## src/rtl/sequence_ctrl.sv

```systemverilog
// Hardwired control unit for the Mini SRC datapath: steps fetch, decode and execute
// for the supported ISA subset and drives every datapath strobe combinationally from the state.
module sequence_ctrl (
  input  logic        clock,
  input  logic        clear,
  input  logic        start,
  input  logic [31:0] ir,
  input  logic        con_ff,
  output logic        incPC,
  output logic        e_PC,
  output logic        e_IR,
  output logic        e_Y,
  output logic        e_Z,
  output logic        e_HI,
  output logic        e_LO,
  output logic        e_MDR,
  output logic        e_MAR,
  output logic        e_OutPort,
  output logic        e_InPort,
  output logic        e_RA,
  output logic        e_CON_FF,
  output logic        ram_read,
  output logic        ram_write,
  output logic        MDR_read,
  output logic        Gra,
  output logic        Grb,
  output logic        Grc,
  output logic        e_Rin,
  output logic        e_Rout,
  output logic        BAout,
  output logic        imm_sel,
  output logic [3:0]  ALU_op,
  output logic [4:0]  BusDataSelect,
  output logic        run,
  output logic        illegal
);

  typedef enum logic [3:0] {
    StIdle, StHalted, StF0, StF1, StF2, StF3, StDec,
    StE3, StE4, StE5, StE6, StE7, StE8
  } state_e;

  localparam logic [4:0] BusNone = 5'b00000;
  localparam logic [4:0] BusReg  = 5'b00001;
  localparam logic [4:0] BusZlo  = 5'b10011;
  localparam logic [4:0] BusPc   = 5'b10100;
  localparam logic [4:0] BusMdr  = 5'b10101;

  state_e state_q, state_d;

  logic [4:0] opcode;
  logic       is_ld, is_ldi, is_st, is_r, is_imm, is_br, is_jr, is_nop, is_halt, is_legal;
  logic [3:0] alu_exec;
  logic       exec_state;
  logic       unused_ir;

  assign opcode    = ir[31:27];
  assign unused_ir = ^ir[26:0];

  assign is_ld    = (opcode == 5'd0);
  assign is_ldi   = (opcode == 5'd1);
  assign is_st    = (opcode == 5'd2);
  assign is_r     = (opcode >= 5'd3) && (opcode <= 5'd11);
  assign is_imm   = (opcode >= 5'd12) && (opcode <= 5'd14);
  assign is_br    = (opcode == 5'd19);
  assign is_jr    = (opcode == 5'd20);
  assign is_nop   = (opcode == 5'd26);
  assign is_halt  = (opcode == 5'd27);
  assign is_legal = is_ld | is_ldi | is_st | is_r | is_imm | is_br | is_jr | is_nop | is_halt;

  // Address arithmetic (ld/ldi/st/br) and addi all use the add operation.
  always_comb begin
    alu_exec = 4'b0000;
    if (is_r)                                          alu_exec = ir[30:27];
    else if (is_ld || is_ldi || is_st || is_br || opcode == 5'd12) alu_exec = 4'b0011;
    else if (opcode == 5'd13)                          alu_exec = 4'b0101;
    else if (opcode == 5'd14)                          alu_exec = 4'b0110;
  end

  assign exec_state = (state_q >= StE3);

  always_ff @(posedge clock or negedge clear) begin
    if (!clear) state_q <= StIdle;
    else        state_q <= state_d;
  end

  always_comb begin
    state_d = state_q;
    case (state_q)
      StIdle, StHalted: if (start) state_d = StF0;
      StF0: state_d = StF1;
      StF1: state_d = StF2;
      StF2: state_d = StF3;
      StF3: state_d = StDec;
      StDec: begin
        if (!is_legal || is_nop) state_d = StF0;
        else if (is_halt)        state_d = StHalted;
        else                     state_d = StE3;
      end
      StE3: state_d = is_jr ? StF0 : StE4;
      StE4: state_d = StE5;
      StE5: state_d = (is_ld || is_st || is_br) ? StE6 : StF0;
      StE6: state_d = (is_ld || is_st) ? StE7 : StF0;
      StE7: state_d = is_ld ? StE8 : StF0;
      StE8: state_d = StF0;
      default: state_d = StIdle;
    endcase
  end

  assign e_HI      = 1'b0;
  assign e_LO      = 1'b0;
  assign e_OutPort = 1'b0;
  assign e_InPort  = 1'b0;
  assign e_RA      = 1'b0;

  always_comb begin
    incPC         = 1'b0;
    e_PC          = 1'b0;
    e_IR          = 1'b0;
    e_Y           = 1'b0;
    e_Z           = 1'b0;
    e_MDR         = 1'b0;
    e_MAR         = 1'b0;
    e_CON_FF      = 1'b0;
    ram_read      = 1'b0;
    ram_write     = 1'b0;
    MDR_read      = 1'b0;
    Gra           = 1'b0;
    Grb           = 1'b0;
    Grc           = 1'b0;
    e_Rin         = 1'b0;
    e_Rout        = 1'b0;
    BAout         = 1'b0;
    imm_sel       = 1'b0;
    BusDataSelect = BusNone;
    ALU_op        = exec_state ? alu_exec : 4'b0000;
    run           = (state_q != StIdle) && (state_q != StHalted);
    illegal       = (state_q == StDec) && !is_legal;
    case (state_q)
      StF0: begin BusDataSelect = BusPc; e_MAR = 1'b1; incPC = 1'b1; end
      StF1: ram_read = 1'b1;
      StF2: begin MDR_read = 1'b1; e_MDR = 1'b1; end
      StF3: begin BusDataSelect = BusMdr; e_IR = 1'b1; end
      StE3: begin
        if (is_br || is_jr) begin
          Gra = 1'b1; e_Rout = 1'b1; BusDataSelect = BusReg;
          e_CON_FF = is_br;
          e_PC     = is_jr;
        end else if (is_ldi || is_ld || is_st) begin
          // Base of zero comes from R0 forced through BAout.
          Grb = 1'b1; BAout = 1'b1; e_Y = 1'b1;
        end else begin
          Grb = 1'b1; e_Rout = 1'b1; BusDataSelect = BusReg; e_Y = 1'b1;
        end
      end
      StE4: begin
        if (is_br)     begin BusDataSelect = BusPc; e_Y = 1'b1; end
        else if (is_r) begin Grc = 1'b1; e_Rout = 1'b1; BusDataSelect = BusReg; e_Z = 1'b1; end
        else           begin imm_sel = 1'b1; e_Z = 1'b1; end
      end
      StE5: begin
        if (is_br)               begin imm_sel = 1'b1; e_Z = 1'b1; end
        else if (is_ld || is_st) begin BusDataSelect = BusZlo; e_MAR = 1'b1; end
        else                     begin Gra = 1'b1; e_Rin = 1'b1; BusDataSelect = BusZlo; end
      end
      StE6: begin
        if (is_br) begin
          BusDataSelect = BusZlo; e_PC = con_ff;
        end else if (is_st) begin
          Gra = 1'b1; e_Rout = 1'b1; BusDataSelect = BusReg; e_MDR = 1'b1;
        end else begin
          ram_read = 1'b1;
        end
      end
      StE7: begin
        if (is_st) ram_write = 1'b1;
        else       begin MDR_read = 1'b1; e_MDR = 1'b1; end
      end
      StE8: begin BusDataSelect = BusMdr; Gra = 1'b1; e_Rin = 1'b1; end
      default: ;
    endcase
  end

endmodule

```

## config.mk

```make
export PLATFORM = sky130hd
export DESIGN_NAME = sequence_ctrl
export DESIGN_NICKNAME = d
export VERILOG_FILES = /design/src/rtl/sequence_ctrl.sv
export SDC_FILE = /design/constraint.sdc
export NUM_CORES = 1
export LEC_CHECK = 0
export ABC_AREA = 1
export CAP_MARGIN = 25
export CORE_MARGIN = 4
export CORE_UTILIZATION = 35
export DETAILED_ROUTE_END_ITERATION = 16
export PLACE_DENSITY = 0.95
export SYNTH_ARGS = -nofsm -noshare
export SYNTH_HDL_FRONTEND = slang
export SYNTH_SLANG_ARGS = --single-unit
```

## constraint.sdc

```tcl
create_clock -name clock -period 2.6 [get_ports clock]
set_input_delay 0.52 -clock clock [delete_from_list [all_inputs] [get_ports clock]]
set_output_delay 0.52 -clock clock [all_outputs]
set_load 0.05 [all_outputs]
```

== Word-level counts from Yosys, hierarchy flattened ==
Index checks and enable logic that the tools add are counted.

* Add/subtract/negate cells: 0
* Multiply operators: 0
* Divide/modulo/power cells: 0
* $lt $le $gt $ge: 5
* Equal/unequal tests: 23
* Shifts and indexed selects: 0
* Mux-type cells: 62
* Bitwise logic cells: 8
* Reduce and logical (&&, ||, !) cells: 18

{| class="wikitable"
|+ Operator list
! kind !! count
|-
| 4-bit one-hot mux with 12 select lines || 1
|-
| 1-bit 2-to-1 mux || 34
|-
| 5-bit one-hot mux with 6 select lines || 1
|-
| 4-bit 2-to-1 mux || 7
|-
| 4-bit == test (second input constant) || 5
|-
| 5-bit == test (second input constant) || 4
|-
| 4-bit by 3-bit == test with 1-bit output (second input constant) || 4
|-
| 1-bit one-hot mux with 2 select lines || 8
|-
| 5-bit by 4-bit == test with 1-bit output (second input constant) || 3
|-
| 3-bit 2-to-1 mux || 5
|-
| 5-bit 2-to-1 mux || 3
|-
| 5-bit by 4-bit <= comparator with 1-bit output (second input constant) || 2
|-
| 4-bit by 2-bit == test with 1-bit output (second input constant) || 2
|-
| 1-bit logical OR || 8
|-
| 1-bit OR || 8
|-
| 1-bit one-hot mux with 3 select lines || 2
|-
| 5-bit by 1-bit == test with 1-bit output (second input constant) || 1
|-
| 5-bit by 2-bit == test with 1-bit output (second input constant) || 1
|-
| 5-bit by 2-bit >= comparator with 1-bit output (second input constant) || 1
|-
| 5-bit by 4-bit >= comparator with 1-bit output (second input constant) || 1
|-
| 5-bit zero test || 1
|-
| 4-bit by 1-bit == test with 1-bit output (second input constant) || 1
|-
| 4-bit by 3-bit >= comparator with 1-bit output (second input constant) || 1
|-
| 1-bit logical AND || 4
|-
| 7 further kinds || 8
|}

* Register bits after elaboration: 4
* Latch bits: 0
* Bits in writable memories: 0
* Bits in read-only memories: 0
* Input port bits: 36
* Output and inout port bits: 34
* Logic and storage cells: 117
* Memories: 0

== Longest topological paths before layout ==
Gate-level depths: netlist of the first run.

* Depth in word-level cells: 13
* Depth in mapped cells: 9
* Depth with buffers taken out: 9

== Worst setup path before layout of the first run ==
No wires, ideal clock.

* Path kind: input-to-output
* Start: input ir[28]
* End: output Gra
* Arrival: 2106 ps
* Data required time: 2080 ps
* Slack: -26 ps
* Cell stages on the path: 7
* Buffers on the path: 1
* Cell sequence: buf_6 > nand2_2 > nor2_4 > nand2_4 > nor2_1 > nor2_1 > nand2_1

* Word-level cells in the longest chain between the ends: 5
* Elaborated cells between the ends (all ways): 12
* Those cells by class: eq/ne: 3; mux: 6; reduce/logical: 3

{| class="wikitable"
|+ Ends and longest elaborated chain
! item !! RTL line !! text
|-
| from (decl) || 7 || <nowiki>input logic [31:0] ir,</nowiki>
|-
| 5-bit by 2-bit == test with 1-bit output or 5-bit zero test (tied branches) || 62, 60 ||
|-
| 1-bit logical OR || 163 || <nowiki>else if (is_ld || is_st) begin BusDataSelect = BusZlo; e_MAR = 1'b1; end</nowiki>
|-
| 1-bit 2-to-1 mux || 163 ||
|-
| 1-bit 2-to-1 mux || 162 || <nowiki>if (is_br) begin imm_sel = 1'b1; e_Z = 1'b1; end</nowiki>
|-
| 1-bit one-hot mux with 4 select lines * || 139 || <nowiki>case (state_q)</nowiki>
|-
| to (decl) || 25 || <nowiki>output logic Gra,</nowiki>
|}

Every way passes the cells marked *; elsewhere a longest branch is shown, timed or not.

== Worst setup path after layout of the first run ==
* Start: input ir[31]
* End: output BusDataSelect[0]

* Word-level cells in the longest chain between the ends: 6
* Elaborated cells between the ends (all ways): 19
* Those cells by class: order compare: 2; eq/ne: 4; mux: 8; reduce/logical: 5

{| class="wikitable"
|+ Ends and longest elaborated chain
! item !! RTL line !! text
|-
| parallel branches: the longest is 5 deep, another holds 5-bit by 2-bit >= comparator with 1-bit output || - ||
|-
| 5-bit one-hot mux with 6 select lines * || 139 ||
|-
| to (decl) || 33 || <nowiki>output logic [4:0] BusDataSelect,</nowiki>
|}

Every way passes the cells marked *.

==> run_results.csv, run 1 <==
group,metric,value,unit
power,totalPowerFinal,0.001438,W
final_layout,syn_to_final_growth,86.91,%
grt,grtUsageMet3,4.525,%
floorplanning,num_rows,17,
run_status,status,"complete, no violations",
grt,use_met2,34.75,%
setup_path,required,2.08,ns
final_layout,multiInputGateArea,614.3,um^2
timing,finClkSkew,0.001933,ns
clocking,cts_buffer_depth,2,
grt,antenna_found_initial,0,
routing,vias,1220,
clocking,hold_buffers,0,
setup_path,r2r_start,"state_q[3]",
power,leakagePower,0.8792,nW
final_layout,post_route_cells_drive_above_1_share,27.78,%
final_layout,fillers,183,
final_layout,regMostFlops,"state_q",
final_layout,ff_latch_area,100.1,um^2
timing,setup_viol,0,
synth,syn_area,850.8,um^2
floorplanning,die_w,57.31,um
timing,finalSetupTns,0,ns
power,p_int,0.0006235,W
power,powerDensity,904.4,nW/um^2
floorplanning,die_height,57.31,um
floorplanning,fp.dieArea,3284,um^2
power,p_sw,0.0008147,W
synth,ys_seq_area_share,11.76,%
routing,wl,3071,um
clocking,cts_sinks,4,
power,p_seq_share,8.7,%
floorplanning,core_area,2255,um^2
clocking,cts_tree,"done",
final_layout,layout.nets,254,
grt,grt_use_total,19.21,%
setup_path,crit_path_start_kind,"input pin",
timing,post-route-period-util,97.04,%
synth,synth_cell_type_count,23,
routing,drt_iter0_markers,43,
clocking,path_clk_slew,0.04,ns
clocking,clock_latency,0.23,ns
grt,grt_first_pass_wirelength,5071,um
placement,placedCellCount,240,
synth,synth_area_leaders,"nand2_1 (22%), nor2_1 (14%), dfrtp_1 (12%)",
power,clkPwrFrac,5.4,%
placement,place.gp.congestion,0.9248,
timing,min_period,2.523,ns
setup_path,crit_type,"in2out",
synth,ys_ff_latch,4,
placement,dp_hpwl,2583,um
final_layout,layout_common_cells,"nand2_1 (49), nor2_1 (29), inv_1 (25), buf_12 (25)",
synth,synth_top_area_share,21.62,%
final_layout,final_core_util,70.53,%
job,drv_cap,0,
clocking,cts_root_buffer,"clkbuf_4",
clocking,numCtsBuffers,3,
timing,maxSlewViolCount,0,
final_layout,largestRegisters,"state_q: 4 flops",
floorplanning,initial_core_util,37.74,%
setup_path,arrival,2.00,ns
setup_path,r2r_end,"state_q[3]",
placement,dp_slack,-0.02896,ns
setup_path,end_kind,"output pin",
power,peakVddDrop,757.8,uV
routing,drc,0,
setup_path,worstSetupStartpoint,"ir[31]",
synth,syn_avg_cell_area,5.125,um^2
grt,overflow,0,
routing,routed_via_density,5.000,
setup_path,r2r_cells,6,
routing,antenna_left,0,
synth,syn_inst,166,
timing,setup_ws,0.07696,ns
setup_path,cp_max_fo,9,
grt,top_usage_layer,"met2",
grt,grt_max_degree,11,
setup_path,rrSetupSlack,1.26,ns
final_layout,instances_no_fill,244,
timing,finalHoldViolations,0,
hold_path,hold_class,"in2async",
routing,routedWlPerCell,12.59,um
power,p_comb_share,86.0,%
routing,drt-pass1-iter-count,4,
synth,yosysWarnings,0,
grt,grtUsageMet1,22.03,%
synth,synth_top_cell_by_area,"nand2_1",
placement,port_buffers,36,
final_layout,largest_register_ffs,4,
timing,fmax,396.3,MHz
grt,grt_pass1_vias,1173,
clocking,cts_htree_levels,1,
power,p_sw_share,56.65,%
final_layout,num_antenna_cells,0,
final_layout,final_common_cell,"nand2_1",
floorplanning,boundaryPins,70,
power by group through the flow:
stage                     Clock (W)  Sequential (W)  Combinational, W
final                     0.0000775        0.000124           0.00124
after global placement            0        0.000123           0.00121
after global routing      0.0000808        0.000128           0.00131
after floorplan                   0        0.000117          0.000705
after CTS                 0.0000782        0.000123           0.00124
after detailed placement          0        0.000124           0.00124
cell type report:
| class | count | share of cell area, % |
|---|---|---|
| flip-flops and latches | 4 | 6.294 |
| well taps | 28 | 2.203 |
| inverters | 27 | 6.688 |
| multi-input cells | 133 | 38.63 |
| repair buffers | 49 | 44.77 |
| clock buffers | 3 | 1.416 |
synth_stat cells, drive strengths merged:
library cell and number:
nand3b 1, clkinv 1, inv 26, a21oi 1, dfrtp 4, a31oi 1
nand4 6, nor3 1, o21ai 9, buf 7, nor2 37, nand3 15
nand2 55, and2 1, conb 1
worst max-delay path, stage by stage:
cell and delay, ns:
clkdlybuf4s50_1 0.52, inv_2 0.10, nor2_4 0.14, nand2_4 0.12, nand2_2 0.11, nand2_2 0.06, nor2_2 0.10, nand3_1 0.14
buf_12 0.18
metrics by stage:
| stage | hold WS, ns | cell area (um^2) |
|---|---|---|
| final | 0.4818 | 1590 |
| after global routing | 0.5000 | 1590 |
| after CTS | 0.4873 | 1570 |
| after detailed placement | 0.5514 | 1549 |
| after global placement | 0.5408 | 1549 |
| after floorplan | 0.2244 | 872.1 |
worst max path at each step:
stage                     slack (ns)               end  cells after the start
final                           0.08  BusDataSelect[0]                      9
after floorplan               -0.006               e_Y                      6
after global placement          0.01  BusDataSelect[0]                      9
after global routing          -0.005  BusDataSelect[0]                      9
after detailed placement       -0.03  BusDataSelect[0]                      9
after CTS                       0.03  BusDataSelect[0]                      9
cell families after synthesis:
family	Yosys count	share of synthesized area, %
other	1	0.4408
buffers and inverters	34	19.12
AND/OR/NAND/NOR	116	61.62
flip-flops	4	11.77
AO/OA/AOI/OAI	11	7.059
metal layers:
metal  routed length, um  part of all wire (%)
met5                   0                     0
met4                  72                   2.3
met3                 207                   6.7
met2                1618                    53
met1                1172                    38
repair_timing:
item,CTS,global route
cloned,0,0
gates resized for setup,1,5
setup endpoints to repair,1,8
endpoints found under the hold margin,0,0
setup buffers,0,1
pin swaps,0,2
Power figures use the tool's default switching activity.
==> run 2, diff against run 1 <==
--- a/config.mk
+++ b/config.mk
@@ -8,9 +8,10 @@
 export ABC_AREA = 1
 export CAP_MARGIN = 25
 export CORE_MARGIN = 4
-export CORE_UTILIZATION = 35
+export CORE_UTILIZATION = 23
 export DETAILED_ROUTE_END_ITERATION = 16
-export PLACE_DENSITY = 0.95
+export PLACE_DENSITY = 0.69
+export SLEW_MARGIN = 30
 export SYNTH_ARGS = -nofsm -noshare
 export SYNTH_HDL_FRONTEND = slang
 export SYNTH_SLANG_ARGS = --single-unit
==> run_results.csv, run 2 (same netlist as run 1, synthesis figures left out) <==
group,metric,value,unit
run_status,status,"complete, no violations",
placement,place.gp.congestion,0.8786,
final_layout,final_common_cell,"nand2_1",
routing,drc,0,
power,leakagePower,0.9297,nW
timing,rsz0062_at_grt,"no",
setup_path,arrival,1.83,ns
setup_path,required,2.08,ns
floorplanning,initial_core_util,24.72,%
clocking,numCtsBuffers,3,
clocking,path_clk_slew,0.03,ns
routing,drt-pass1-iter-count,4,
floorplanning,num_rows,21,
final_layout,num_antenna_cells,0,
placement,dp_slack,-0.007079,ns
routing,drt_iter0_markers,33,
clocking,clock_latency,0.22,ns
power,powerDensity,879.2,nW/um^2
final_layout,postLayoutCellArea,1684,um^2
placement,port_buffers,36,
power,totalPowerFinal,0.001481,W
routing,vias,1173,
clocking,cts_sinks,4,
final_layout,final_core_util,48.93,%
grt,antenna_found_initial,0,
setup_path,end_kind,"output pin",
floorplanning,boundaryPins,70,
timing,finalHoldViolations,0,
routing,antenna_left,0,
power,peakVddDrop,366.5,uV
clocking,cts_root_buffer,"clkbuf_8",
final_layout,syn_to_final_growth,97.94,%
floorplanning,die_height,68.82,um
floorplanning,die_w,68.82,um
timing,maxSlewViolCount,0,
grt,grt_first_pass_wirelength,4457,um
routing,routedWlPerCell,10.47,um
setup_path,crit_path_start_kind,"flop",
clocking,cts_buffer_depth,2,
final_layout,largestRegisters,"state_q: 4 flops",
clocking,cts_tree,"done",
setup_path,crit_type,"reg2out",
grt,overflow,0,
routing,wl,2816,um
setup_path,r2r_end,"state_q[1]",
timing,fmax,425.3,MHz
setup_path,r2r_start,"state_q[0]",
final_layout,ff_latch_area,100.1,um^2
final_layout,layout.nets,261,
final_layout,post_route_cells_drive_above_1_share,29.60,%
grt,grt_max_degree,9,
grt,grt_pass1_vias,1088,
setup_path,cp_max_fo,6,
timing,min_period,2.351,ns
final_layout,fillers,338,
placement,place_area,1632,um^2
timing,finalSetupTns,0,ns
setup_path,rrSetupSlack,1.28,ns
hold_path,hold_class,"in2async",
job,drv_cap,0,
final_layout,regMostFlops,"state_q",
grt,grt_use_total,12.22,%
timing,setup_ws,0.2490,ns
setup_path,r2r_cells,9,
timing,finClkSkew,0.002839,ns
clocking,cts_htree_levels,1,
routing,routed_via_density,4.361,
placement,dp_hpwl,2582,um
timing,post-route-period-util,90.42,%
clocking,hold_buffers,0,
final_layout,layout_common_cells,"nand2_1 (49), nor2_1 (30), inv_1 (25), buf_12 (25), buf_4 (21)",
timing,setup_viol,0,
final_layout,largest_register_ffs,4,
floorplanning,fp.dieArea,4736,um^2
final_layout,multiInputGateArea,611.8,um^2
floorplanning,core_area,3442,um^2
-- run 2: how the worst max path moves through the flow --
| stage | from | to | slack (ns) | cells after the start |
|---|---|---|---|---|
| 6_report | state_q[3] | incPC | 0.25 | 4 |
| 5_1_grt | state_q[3] | incPC | 0.13 | 4 |
| 4_1_cts | ir[29] | BusDataSelect[0] | 0.02 | 8 |
| 3_5_place_dp | ir[27] | BusDataSelect[0] | -0.007 | 9 |
| 3_3_place_gp | ir[27] | BusDataSelect[0] | 0.009 | 9 |
| 2_1_floorplan | ir[28] | e_Y | -0.006 | 6 |
-- run 2: area by class of cell --
type | count | share of cell area (%)
timing repair buffer | 56 | 45.54
multi-input combinational | 133 | 36.33
inverter | 27 | 6.315
sequential | 4 | 5.944
tap | 46 | 3.418
clock buffer | 3 | 2.452
-- run 2: where the power goes --
group          switching (W)  internal [W]  total, W  leakage, nW
clock network      0.0000293     0.0000984  0.000128       0.0216
registers          0.0000313     0.0000915  0.000123       0.0509
logic               0.000749      0.000481   0.00123        0.857
total               0.000810      0.000671   0.00148        0.930
-- run 2: critical path, cell delays in order (launching register included) --
cell and delay [ns]:
dfrtp_1 0.43, nor2_1 0.18, nand2_1 0.11, inv_1 0.09, clkdlybuf4s50_1 0.80
-- run 2: stage by stage --
stage / hold slack [ns] / cells
after floorplan: 0.2244 / 171
after global placement: 0.5426 / 266
after detailed placement: 0.5409 / 266
after CTS: 0.5023 / 269
after global routing: 0.5083 / 269
final: 0.5016 / 269
-- run 2: repair_timing --
action                                  CTS  global route
endpoints found under the setup margin    1             8
resized for setup                         1             5
setup buffers                             0             0
hold endpoints to repair                  0             0
-- run 2: per-layer routing --
layer  routed length [um]  track usage, %  vias up  share of wire, %
met4                   27           2.676        0              0.96
met2                 1432           22.41       33                51
met1                 1170           14.24      516                42
li1                     -               -      620                 -
met3                  186           2.917        4               6.6
met5                    0               0        -                 0
==> run 3, diff against run 2 <==
--- a/config.mk
+++ b/config.mk
@@ -10,6 +10,7 @@
 export CORE_MARGIN = 4
 export CORE_UTILIZATION = 23
 export DETAILED_ROUTE_END_ITERATION = 16
+export HOLD_SLACK_MARGIN = 0.08
 export PLACE_DENSITY = 0.69
 export SLEW_MARGIN = 30
 export SYNTH_ARGS = -nofsm -noshare
==> results of run 3 <==
No change in the layout: final DEF, timing and power equal those of run 2.
